File: src/rtl/local_pkt_shifter.sv
// rtl/local_pkt_shifter.sv - pops one readout word per packet and shifts {start, ID, word} out serially
module local_pkt_shifter #(
  parameter int unsigned WORD_BITS = 54,
  parameter int unsigned ID_BITS   = 5,
  parameter int unsigned GAP_BITS  = 2
) (
  input  logic                 clk,
  input  logic                 rstb,
  input  logic [ID_BITS-1:0]   ID,
  input  logic [WORD_BITS-1:0] fifoDout,
  input  logic                 fifoEmpty,
  output logic                 fifoRE,
  output logic                 freezeRE,
  input  logic                 xoffIn,
  output logic                 datOut,
  output logic                 busy,
  output logic                 pktSent,
  output logic [15:0]          sentCount
);

  localparam int unsigned PKT_BITS = 1 + ID_BITS + WORD_BITS;
  localparam int unsigned REM_BITS = ID_BITS + WORD_BITS;
  localparam int unsigned CNT_W    = $clog2(PKT_BITS);

  typedef enum logic [1:0] {
    S_IDLE,
    S_LOAD,
    S_SHIFT,
    S_GAP
  } state_t;

  state_t              r_state;
  state_t              w_next;
  logic                r_xoff_meta;
  logic                r_xoff_s;
  // Holds the bits still to be sent after the one currently on datOut.
  logic [REM_BITS-1:0] r_shreg;
  logic [CNT_W-1:0]    r_cnt;
  logic                r_fifo_re;
  logic                r_freeze;
  logic                r_dat;
  logic                r_busy;
  logic                r_pkt_sent;
  logic [15:0]         r_sent_count;

  always_ff @(posedge clk or negedge rstb) begin
    if (!rstb) begin
      r_xoff_meta <= 1'b0;
      r_xoff_s    <= 1'b0;
    end else begin
      r_xoff_meta <= xoffIn;
      r_xoff_s    <= r_xoff_meta;
    end
  end

  always_ff @(posedge clk or negedge rstb) begin
    if (!rstb) r_state <= S_IDLE;
    else       r_state <= w_next;
  end

  always_comb begin
    w_next = r_state;
    case (r_state)
      S_IDLE:  if (!fifoEmpty && !r_xoff_s) w_next = S_LOAD;
      S_LOAD:  w_next = S_SHIFT;
      S_SHIFT: if (r_cnt == '0) w_next = S_GAP;
      S_GAP:   if (r_cnt == '0) w_next = S_IDLE;
      default: w_next = S_IDLE;
    endcase
  end

  always_ff @(posedge clk or negedge rstb) begin
    if (!rstb) begin
      r_shreg      <= '0;
      r_cnt        <= '0;
      r_fifo_re    <= 1'b0;
      r_freeze     <= 1'b0;
      r_dat        <= 1'b0;
      r_busy       <= 1'b0;
      r_pkt_sent   <= 1'b0;
      r_sent_count <= '0;
    end else begin
      r_fifo_re  <= (w_next == S_LOAD);
      r_freeze   <= (w_next == S_LOAD) || (w_next == S_SHIFT);
      r_busy     <= (w_next != S_IDLE);
      r_pkt_sent <= (r_state == S_SHIFT) && (w_next == S_GAP);
      case (r_state)
        S_LOAD: begin
          r_dat   <= 1'b1;
          r_shreg <= {ID, fifoDout};
          r_cnt   <= CNT_W'(PKT_BITS - 1);
        end
        S_SHIFT: begin
          r_shreg <= {r_shreg[REM_BITS-2:0], 1'b0};
          if (r_cnt == '0) begin
            r_dat        <= 1'b0;
            r_cnt        <= CNT_W'(GAP_BITS - 1);
            r_sent_count <= r_sent_count + 16'd1;
          end else begin
            r_dat <= r_shreg[REM_BITS-1];
            r_cnt <= r_cnt - 1'b1;
          end
        end
        S_GAP: begin
          r_dat <= 1'b0;
          if (r_cnt != '0) r_cnt <= r_cnt - 1'b1;
        end
        default: r_dat <= 1'b0;
      endcase
    end
  end

  assign fifoRE    = r_fifo_re;
  assign freezeRE  = r_freeze;
  assign datOut    = r_dat;
  assign busy      = r_busy;
  assign pktSent   = r_pkt_sent;
  assign sentCount = r_sent_count;

endmodule
File: config.mk
export PLATFORM = sky130hd
export DESIGN_NAME = local_pkt_shifter
export DESIGN_NICKNAME = d
export VERILOG_FILES = /design/src/rtl/local_pkt_shifter.sv
export SDC_FILE = /design/constraint.sdc
export NUM_CORES = 1
export LEC_CHECK = 0
export ABC_CLOCK_PERIOD_IN_PS = 3100
export BUFFER_PORTS_ARGS = -buffer_cell sky130_fd_sc_hd__buf_4
export CAP_MARGIN = 25
export CORE_ASPECT_RATIO = 2
export CORE_UTILIZATION = 55
export DETAILED_ROUTE_END_ITERATION = 10
export PLACE_DENSITY = 0.84
export SKIP_CTS_REPAIR_TIMING = 1
export SLEW_MARGIN = 10
export SYNTH_ARGS = -nofsm -noshare
export SYNTH_HDL_FRONTEND = slang
export SYNTH_SLANG_ARGS = --single-unit
File: constraint.sdc
create_clock -name clk -period 3.1 [get_ports clk]
set_input_delay 0.31 -clock clk [delete_from_list [all_inputs] [get_ports clk]]
set_output_delay 0.31 -clock clk [all_outputs]
set_load 0.005 [all_outputs]
# Word-level counts from Yosys, hierarchy flattened
# Index checks and enable logic that the tools add are counted.
# op_classes
n_eq_ne,7
add_sub_neg,2
shifts,0
magnitude_cmp,0
muxes,10
mul,0
n_reduce_logical,13
div_mod_pow,0
n_bitwise,0
# op_table
cell,count
$pmux W59 S2,1
$pmux W6 S3,1
$add A16 B1 Y16 const B,1
$mux W6,2
$eq A2 B2 Y1 const B,4
$pmux W2 S4,1
$logic_not A6 Y1,1
$mux W2,3
$reduce_bool A6 Y1,1
$sub A6 B1 Y6 const B,1
$eq A2 B1 Y1 const B,2
$reduce_and A2 Y1,2
$reduce_bool A2 Y1,2
$reduce_bool A3 Y1,1
$logic_and A1 B1 Y1,2
$logic_not A1 Y1,2
$logic_not A2 Y1,1
$ne A2 B2 Y1 const B,1
$pmux W1 S2,1
$logic_or A1 B1 Y1,1
$mux W1,1
# word_totals
wordCells,43
latch_bits,0
mem_bits_ro,0
ram_bits,0
input_bits,63
n_memories,0
regBits,90

# Longest topological paths before layout
# Gate-level depths: netlist of run 1.
# depth
ltp_word,6
mapped_depth,8

# Worst setup path after synthesis of run 1
# OpenSTA, ideal clock, no wires.
# synth_path
path_kind,reg-to-reg
from,reg r_cnt[0]
to,"reg r_pkt_sent, in the netlist pktSent"
required_time_ns,2.981
arrival_ns,2.044
path_buffers,0
slack_ns,0.937
setup_time_ns,0.119
stages_incl_launch_ff,9
cell_sequence,dfrtp_1 > inv_1 > ha_1 > nor4b_1 > nand2b_1 > a21o_1 > o21a_1 > ha_1 > and2_1
# synth_between
elab_chain_cells,5
word_cells_on_any_way,6
classes_between,eq/ne: 1; mux: 3; reduce/logical: 2
# synth_lines
element,line_no,rtl
from (decl),38,logic [CNT_W-1:0] r_cnt;
from (signal assigned),91,r_cnt <= CNT_W'(PKT_BITS - 1);
from (signal assigned),97,r_cnt <= CNT_W'(GAP_BITS - 1);
from (signal assigned),101,r_cnt <= r_cnt - 1'b1;
$logic_not A6 Y1 *,"66, 67",
$mux W2 (on tied branches),"67, 66",
$pmux W2 S4 *,63,case (r_state)
net w_next[0],33,state_t w_next;
$eq A2 B2 Y1 *,86,r_pkt_sent <= (r_state == S_SHIFT) && (w_next == S_GAP);
$logic_and A1 B1 Y1 *,86,
to (signal assigned),86,
to (decl),43,logic r_pkt_sent;
# The timed path passes the listed nets; every way through them passes the cells marked *.
# A chain may end at the register's enable or synchronous reset.

# Worst setup path in the final report of run 1
# Ends and elaborated chain as after synthesis.

==> impl_metrics.csv, run 1 <==
group,metric,value,unit
status,outcome,"complete, no violations",
routing,drt_iter0_drc,134,
global_route,grt_overflow,0,
timing,clock_skew,4.66,ps
placed_design,gp_congestion,0.816,
timing,period_share,73.7,%
critical_path,crit_required,3330,ps
die,die_area,7910,µm²
critical_path,path_buf_inv,2,
critical_path,cp.arrival,2510,ps
die,start_util,57.1,%
routing,wire_per_inst,15.0,µm
finish,fin_cells,569,
synthesis,syn_nets,465,
timing,tns,0,ps
critical_path,critPathKind,"flop to flop",
critical_path,critPathSlowestCell,"dfrtp_1",
critical_path,crit_path_end_kind,"flop",
finish,multi_input_comb_area,1800,µm²
timing,slew_headroom,63.5,%
synthesis,ys_ff_latch,90,
finish,filler_cell_count,546,
critical_path,max_stage_delay,430,ps
routing,drc,0,
timing,final-setup-viol-count,0,
finish,seq_area,2250,µm²
run,maxCapViolations,0,
pwr,peakVddDrop,0.655,mV
routing,routed_via_density,5.42,
clock_network,clkTransAtPathRegs,60,ps
timing,fmax,438,MHz
finish,antennaDiodeCount,0,
global_route,grt_max_degree,62,
clock_network,h-tree-depth,3,
pwr,powerDensity,918,nW/µm²
timing,whs,76.2,ps
timing,worstMarginPinSlew,548,ps
global_route,track_usage,23.7,%
synthesis,syn_area,4150,µm²
placed_design,dpl.hpwl,6.00,mm
clock_network,numCtsBuffers,9,
routing,via_count,3085,
placed_design,numPortBuffers,83,
die,core.rowCount,44,
synthesis,yosysWarningCount,0,
routing,drt-total-wl,8.56,mm
clock_network,insertion_delay,340,ps
global_route,first_global_vias,3261,
die,io_pins,84,
global_route,grt_pass1_wl,14.5,mm
die,core,7270,µm²
pwr,leakagePower,2.31,nW
routing,ant_nets,0,
global_route,antenna_found_initial,0,
timing,fin_crit,2280,ps
clock_network,clock_sinks,90,
synthesis,avgSynthCellArea,10.6,µm²
die,chipHeight,125,µm
placed_design,placed_cells,552,
synthesis,yosys.area.top_type,"dfrtp_1",
synthesis,syn_inst,393,
placed_design,place_area,4890,µm²
finish,nNetsFinal,544,
min_path,hold_path_class,"input pin to flop",
finish,final_area,5200,µm²
die,die_x,63.4,µm
clock_network,cts-root-buf,"clkbuf_16",
timing,rsz0062_at_grt,"false",
synthesis,synth_top_area_share,54.3,%
synthesis,yosysUniqueCellTypes,36,
synthesis,ys_seq_area_share,54.3,%
critical_path,cp_top_family,"simple AND/OR/NAND/NOR gates",
clock_network,cts_buffer_depth,2,
routing,firstDrtPassIters,5,
clock_network,cts_tree,"built",
finish,drive_gt1_share,23.3,%
finish,area_delta_synth_final,25.4,%
timing,hold_viol_final,0,
timing,finalMaxSlewViolations,0,
critical_path,cp-start-kind,"flop",
synthesis,synth_area_leaders,"dfrtp_1 (54%), mux2i_1 (14%), a21oi_1 (7.2%)",
critical_path,path_max_fanout,7,
critical_path,crit_chain,"inv_1, ha_1, nor4b_1, buf_4, nand2b_1, a21o_1, o21a_1, ha_1, and2_1",
critical_path,crit_path_frequent_cell,"ha_1",
## cells in the mapped netlist (all sizes together)
cell type,instances
a21o,2
a21oi,60
a22o,1
a311oi,1
a31oi,3
and2,1
and3,1
buf,7
clkbuf,15
dfrtp,90
ha,9
inv,9
mux2,1
mux2i,58
nand2,11
nand2b,2
nand3,7
nand3b,2
nand4,4
nor2,68
nor2b,2
nor3,2
nor4,1
nor4b,1
o2111a,1
o211ai,1
o21a,2
o21ai,9
o22ai,1
o41ai,3
or3,2
or4b,1
xnor2,13
xor2,2
## stage by stage
step	setup slack, ps	total power, mW	utilization [%]
3_5_place_dp	870	3.69	67.3
6_report	816	4.77	71.6
2_1_floorplan	937	3.19	-
3_3_place_gp	964	3.58	66.9
4_1_cts	839	4.81	71.5
5_1_grt	609	5.14	71.6
## final timing paths
check	depth (start not counted)	slack, ps	endpoint	start
min in group asynchronous	2	460	sentCount[9]	rstb
max in group asynchronous	3	2010	r_xoff_s	rstb
max reg2reg	9	820	pktSent	r_cnt[0]
min	1	80	r_xoff_meta	xoffIn
min reg2reg	0	360	r_xoff_s	r_xoff_meta
max	9	820	pktSent	r_cnt[0]
## state kept, by name (all words and copies together) (netlist names)
signal       cells
freezeRE         1
r_shreg         59
r_state          2
sentCount       16
fifoRE           1
pktSent          1
r_xoff_s         1
busy             1
r_xoff_meta      1
r_cnt            6
datOut           1
## area by class of cell
class | instances | share of cell area [%]
well taps | 92 | 2.21
inverters | 9 | 0.649
multi-input cells | 272 | 34.6
flip-flops and latches | 90 | 43.3
clock buffers | 9 | 4.33
clock inverters | 7 | 1.49
repair buffers | 90 | 13.4
## metal layers
| layer | track usage (%) | share of wire (%) |
|---|---|---|
| met1 | 25.8 | 38 |
| met2 | 42.2 | 56 |
| met3 | 5.68 | 3.9 |
| met4 | 10.6 | 1.9 |
| met5 | 0 | 0 |
## report_power, final
group	total, mW	switching (mW)	internal (mW)
registers	1.88	0.253	1.63
clock network	1.09	0.462	0.631
logic	1.80	1.04	0.763
total	4.77	1.75	3.02
## cell families after synthesis
group                    Yosys count  synth area share [%]
AND/OR/NAND/NOR                  105                  11.5
flip-flops                        90                  54.3
AO/OA/AOI/OAI                     84                  11.2
multiplexers                      59                  14.3
buffers and inverters             31                  2.90
XOR/XNOR                          15                  3.17
adder cells (fa/ha/maj)            9                  2.71
## cell usage in the layout (no fill, tap or decap), types with 4 or more instances in the layout
cell type and n:
a21oi_1 60, buf_4 88, clkbuf_16 9, dfrtp_1 90
ha_1 7, inv_1 9, mux2i_1 58, nand2_1 11
nand3_1 7, nand4_1 4, nor2_1 68, o21ai_0 9
xnor2_1 13
No activity file was read; power rests on OpenSTA's default activity.
==> run 2: changes to the inputs <==
- ABC_AREA: unset -> 1
- ABC_CLOCK_PERIOD_IN_PS: 3100 -> 2000
- CORE_UTILIZATION: 55 -> 50
- PLACE_DENSITY: 0.84 -> 0.8
- clock period: 3.1 -> 2 ns (I/O delays scaled with it)
==> run 2 against run 1 <==
Routed wire length grew 12%. Global-route usage is 0.13 points lower. Power increased by 63%. Highest routed layer unchanged. Clock power rose by 53%. Largest cell class unchanged.
==> impl_metrics.csv, run 2 <==
group,metric,value,unit
routing,wire_per_inst,13.6,µm
clock_network,clock_sinks,90,
routing,drc,0,
die,chipHeight,134,µm
synthesis,synth_area_leaders,"dfrtp_1 (52%), nand2_1 (7.5%), nor2_1 (6.7%)",
synthesis,yosysWarningCount,0,
critical_path,crit_path_end_kind,"flop",
synthesis,syn_inst,523,
die,start_util,51.9,%
timing,clock_skew,7.50,ps
global_route,first_global_vias,3786,
pwr,powerDensity,1440,nW/µm²
finish,antennaDiodeCount,0,
min_path,hp-start,"fifoDout[0]",
synthesis,ys_seq_area_share,51.9,%
die,io_pins,84,
critical_path,cp_top_family,"simple AND/OR/NAND/NOR gates",
critical_path,critPathKind,"flop to flop",
critical_path,cp-start-kind,"flop",
routing,ant_nets,0,
synthesis,ys_ff_latch,90,
status,outcome,"complete, no violations",
routing,firstDrtPassIters,5,
synthesis,yosysUniqueCellTypes,27,
critical_path,path_max_fanout,6,
timing,finalMaxSlewViolations,0,
finish,top_register,"r_shreg",
timing,tns,0,ps
synthesis,synth_edf_count,0,
clock_network,cts_tree,"built",
synthesis,yosys.area.top_type,"dfrtp_1",
timing,fin_crit,1860,ps
placed_design,numPortBuffers,83,
die,core.rowCount,47,
placed_design,gp_congestion,0.824,
critical_path,reg2regPathDepth,8,
timing,worstMarginPinSlew,572,ps
critical_path,crit_start,"r_cnt[0]",
global_route,track_usage,23.6,%
critical_path,max_stage_delay,370,ps
clock_network,h-tree-depth,3,
finish,largest_reg_flops,59,
synthesis,synthMostInstantiatedCell,"dfrtp_1",
synthesis,avgSynthCellArea,8.29,µm²
finish,filler_cell_count,708,
critical_path,path_buf_inv,1,
clock_network,clkTransAtPathRegs,60,ps
min_path,holdPathStages,3,
finish,layout_common_cells,"dfrtp_1 (90), buf_4 (90), nand2_1 (87), nor2_1 (78), inv_1 (68)",
global_route,grt_max_degree,60,
pwr,leakagePower,2.70,nW
die,die_area,9070,µm²
critical_path,critPathSlowestCell,"dfrtp_1",
timing,rsz0062_at_grt,"false",
timing,fmax,537,MHz
placed_design,dpl.hpwl,6.84,mm
critical_path,crit_required,2210,ps
timing,final-setup-viol-count,0,
run,maxCapViolations,0,
die,core,8350,µm²
synthesis,synth_top_area_share,51.9,%
finish,nNetsFinal,673,
synthesis,async_reset_ff_share,100,%
global_route,grt_pass1_wl,16.3,mm
timing,period_share,93.1,%
clock_network,numCtsBuffers,9,
timing,hold_viol_final,0,
critical_path,timing.rr.end,"freezeRE",
finish,area_delta_synth_final,24.5,%
global_route,grt_overflow,0,
routing,drt_iter0_drc,122,
critical_path,crit_path_frequent_cell,"nand2_1",
finish,multi_input_comb_area,1720,µm²
critical_path,crit_chain,"inv_1, ha_2, nand3_1, nand2_1, nand2_1, nand2_1, nand2_1, ha_1",
synthesis,syn_area,4340,µm²
synthesis,ys.flop_type,"dfrtp_1",
critical_path,reg2reg_from,"r_cnt[0]",
clock_network,insertion_delay,340,ps
finish,drive_gt1_share,20.3,%
finish,seq_area,2250,µm²
critical_path,cp.arrival,2080,ps
clock_network,cts-root-buf,"clkbuf_16",
routing,via_count,3769,
pwr,peakVddDrop,1.03,mV
routing,drt-total-wl,9.59,mm
placed_design,place_area,5070,µm²
clock_network,cts_buffer_depth,2,
timing,slew_headroom,61.9,%
critical_path,rrSetupSlack,140,ps
global_route,antenna_found_initial,0,
synthesis,syn_nets,595,
min_path,hold_end,"r_shreg[0]",
synthesis,synth_common_cells,"dfrtp_1 (90), nand2_1 (87), nor2_1 (78)",
die,die_x,67.9,µm
finish,final_area,5400,µm²
min_path,hold_path_class,"input pin to flop",
routing,routed_via_density,5.35,
## run 2: how the worst max path moves through the flow
stage                           to  cells after the start
after global placement    freezeRE                      8
after floorplan           freezeRE                      9
after detailed placement  freezeRE                      8
after global routing       pktSent                     10
after CTS                 freezeRE                      8
final                     freezeRE                      8
## run 2: cells by family (layout without fill, tap and decap cells)
| family | Yosys count | in the layout | share of synthesized area, % |
|---|---|---|---|
| DFF | 90 | 90 | 51.9 |
| AOI/OAI and AO/OA | 120 | 120 | 15.7 |
| xor gates and xnor gates | 11 | 11 | 2.22 |
| adders and majority gates | 9 | 9 | 2.60 |
| and+or+nand+nor | 196 | 196 | 18.8 |
| buffers and inverters | 97 | 180 | 8.74 |
## run 2: power breakdown
group | total, mW | leakage [nW] | switching, mW | internal [mW]
Combinational | 3.11 | 1.45 | 1.87 | 1.24
Clock | 1.67 | 0.152 | 0.660 | 1.01
Sequential | 3.01 | 1.10 | 0.427 | 2.58
Total | 7.79 | 2.70 | 2.96 | 4.83
## run 2: per-layer routing
metal	track usage, %	vias up	share of wire [%]
met5	0	-	0
met4	9.61	0	1.8
met3	4.11	18	2.9
met2	41.9	83	55
met1	26.6	1809	40
li1	-	1859	-
## run 2: cell type report
| type | count | share of cell area, % |
|---|---|---|
| Tap cell | 98 | 2.27 |
| Multi-Input combinational cell | 336 | 31.9 |
| Inverter | 70 | 4.87 |
| Clock inverter | 1 | 0.0927 |
| Timing Repair Buffer | 94 | 13.6 |
| Clock buffer | 15 | 5.51 |
| Sequential cell | 90 | 41.7 |
## run 2: worst min-delay path, stage by stage
cell	delay (ps)
buf_4	80
nand3_1	60
o21ai_0	70
## run 2: per-stage QoR
| stage | std cells | power [mW] | util, % | setup slack [ps] | hold WS (ps) |
|---|---|---|---|---|---|
| after floorplan | 523 | 5.23 | - | 376 | -95.6 |
| after global placement | 686 | 5.94 | 60.8 | 338 | 94.6 |
| after detailed placement | 686 | 6.13 | 60.8 | 202 | 101 |
| after CTS | 702 | 7.82 | 64.4 | 133 | -258 |
| after global routing | 704 | 8.46 | 64.7 | 20.7 | 132 |
| final | 704 | 7.79 | 64.7 | 138 | 110 |
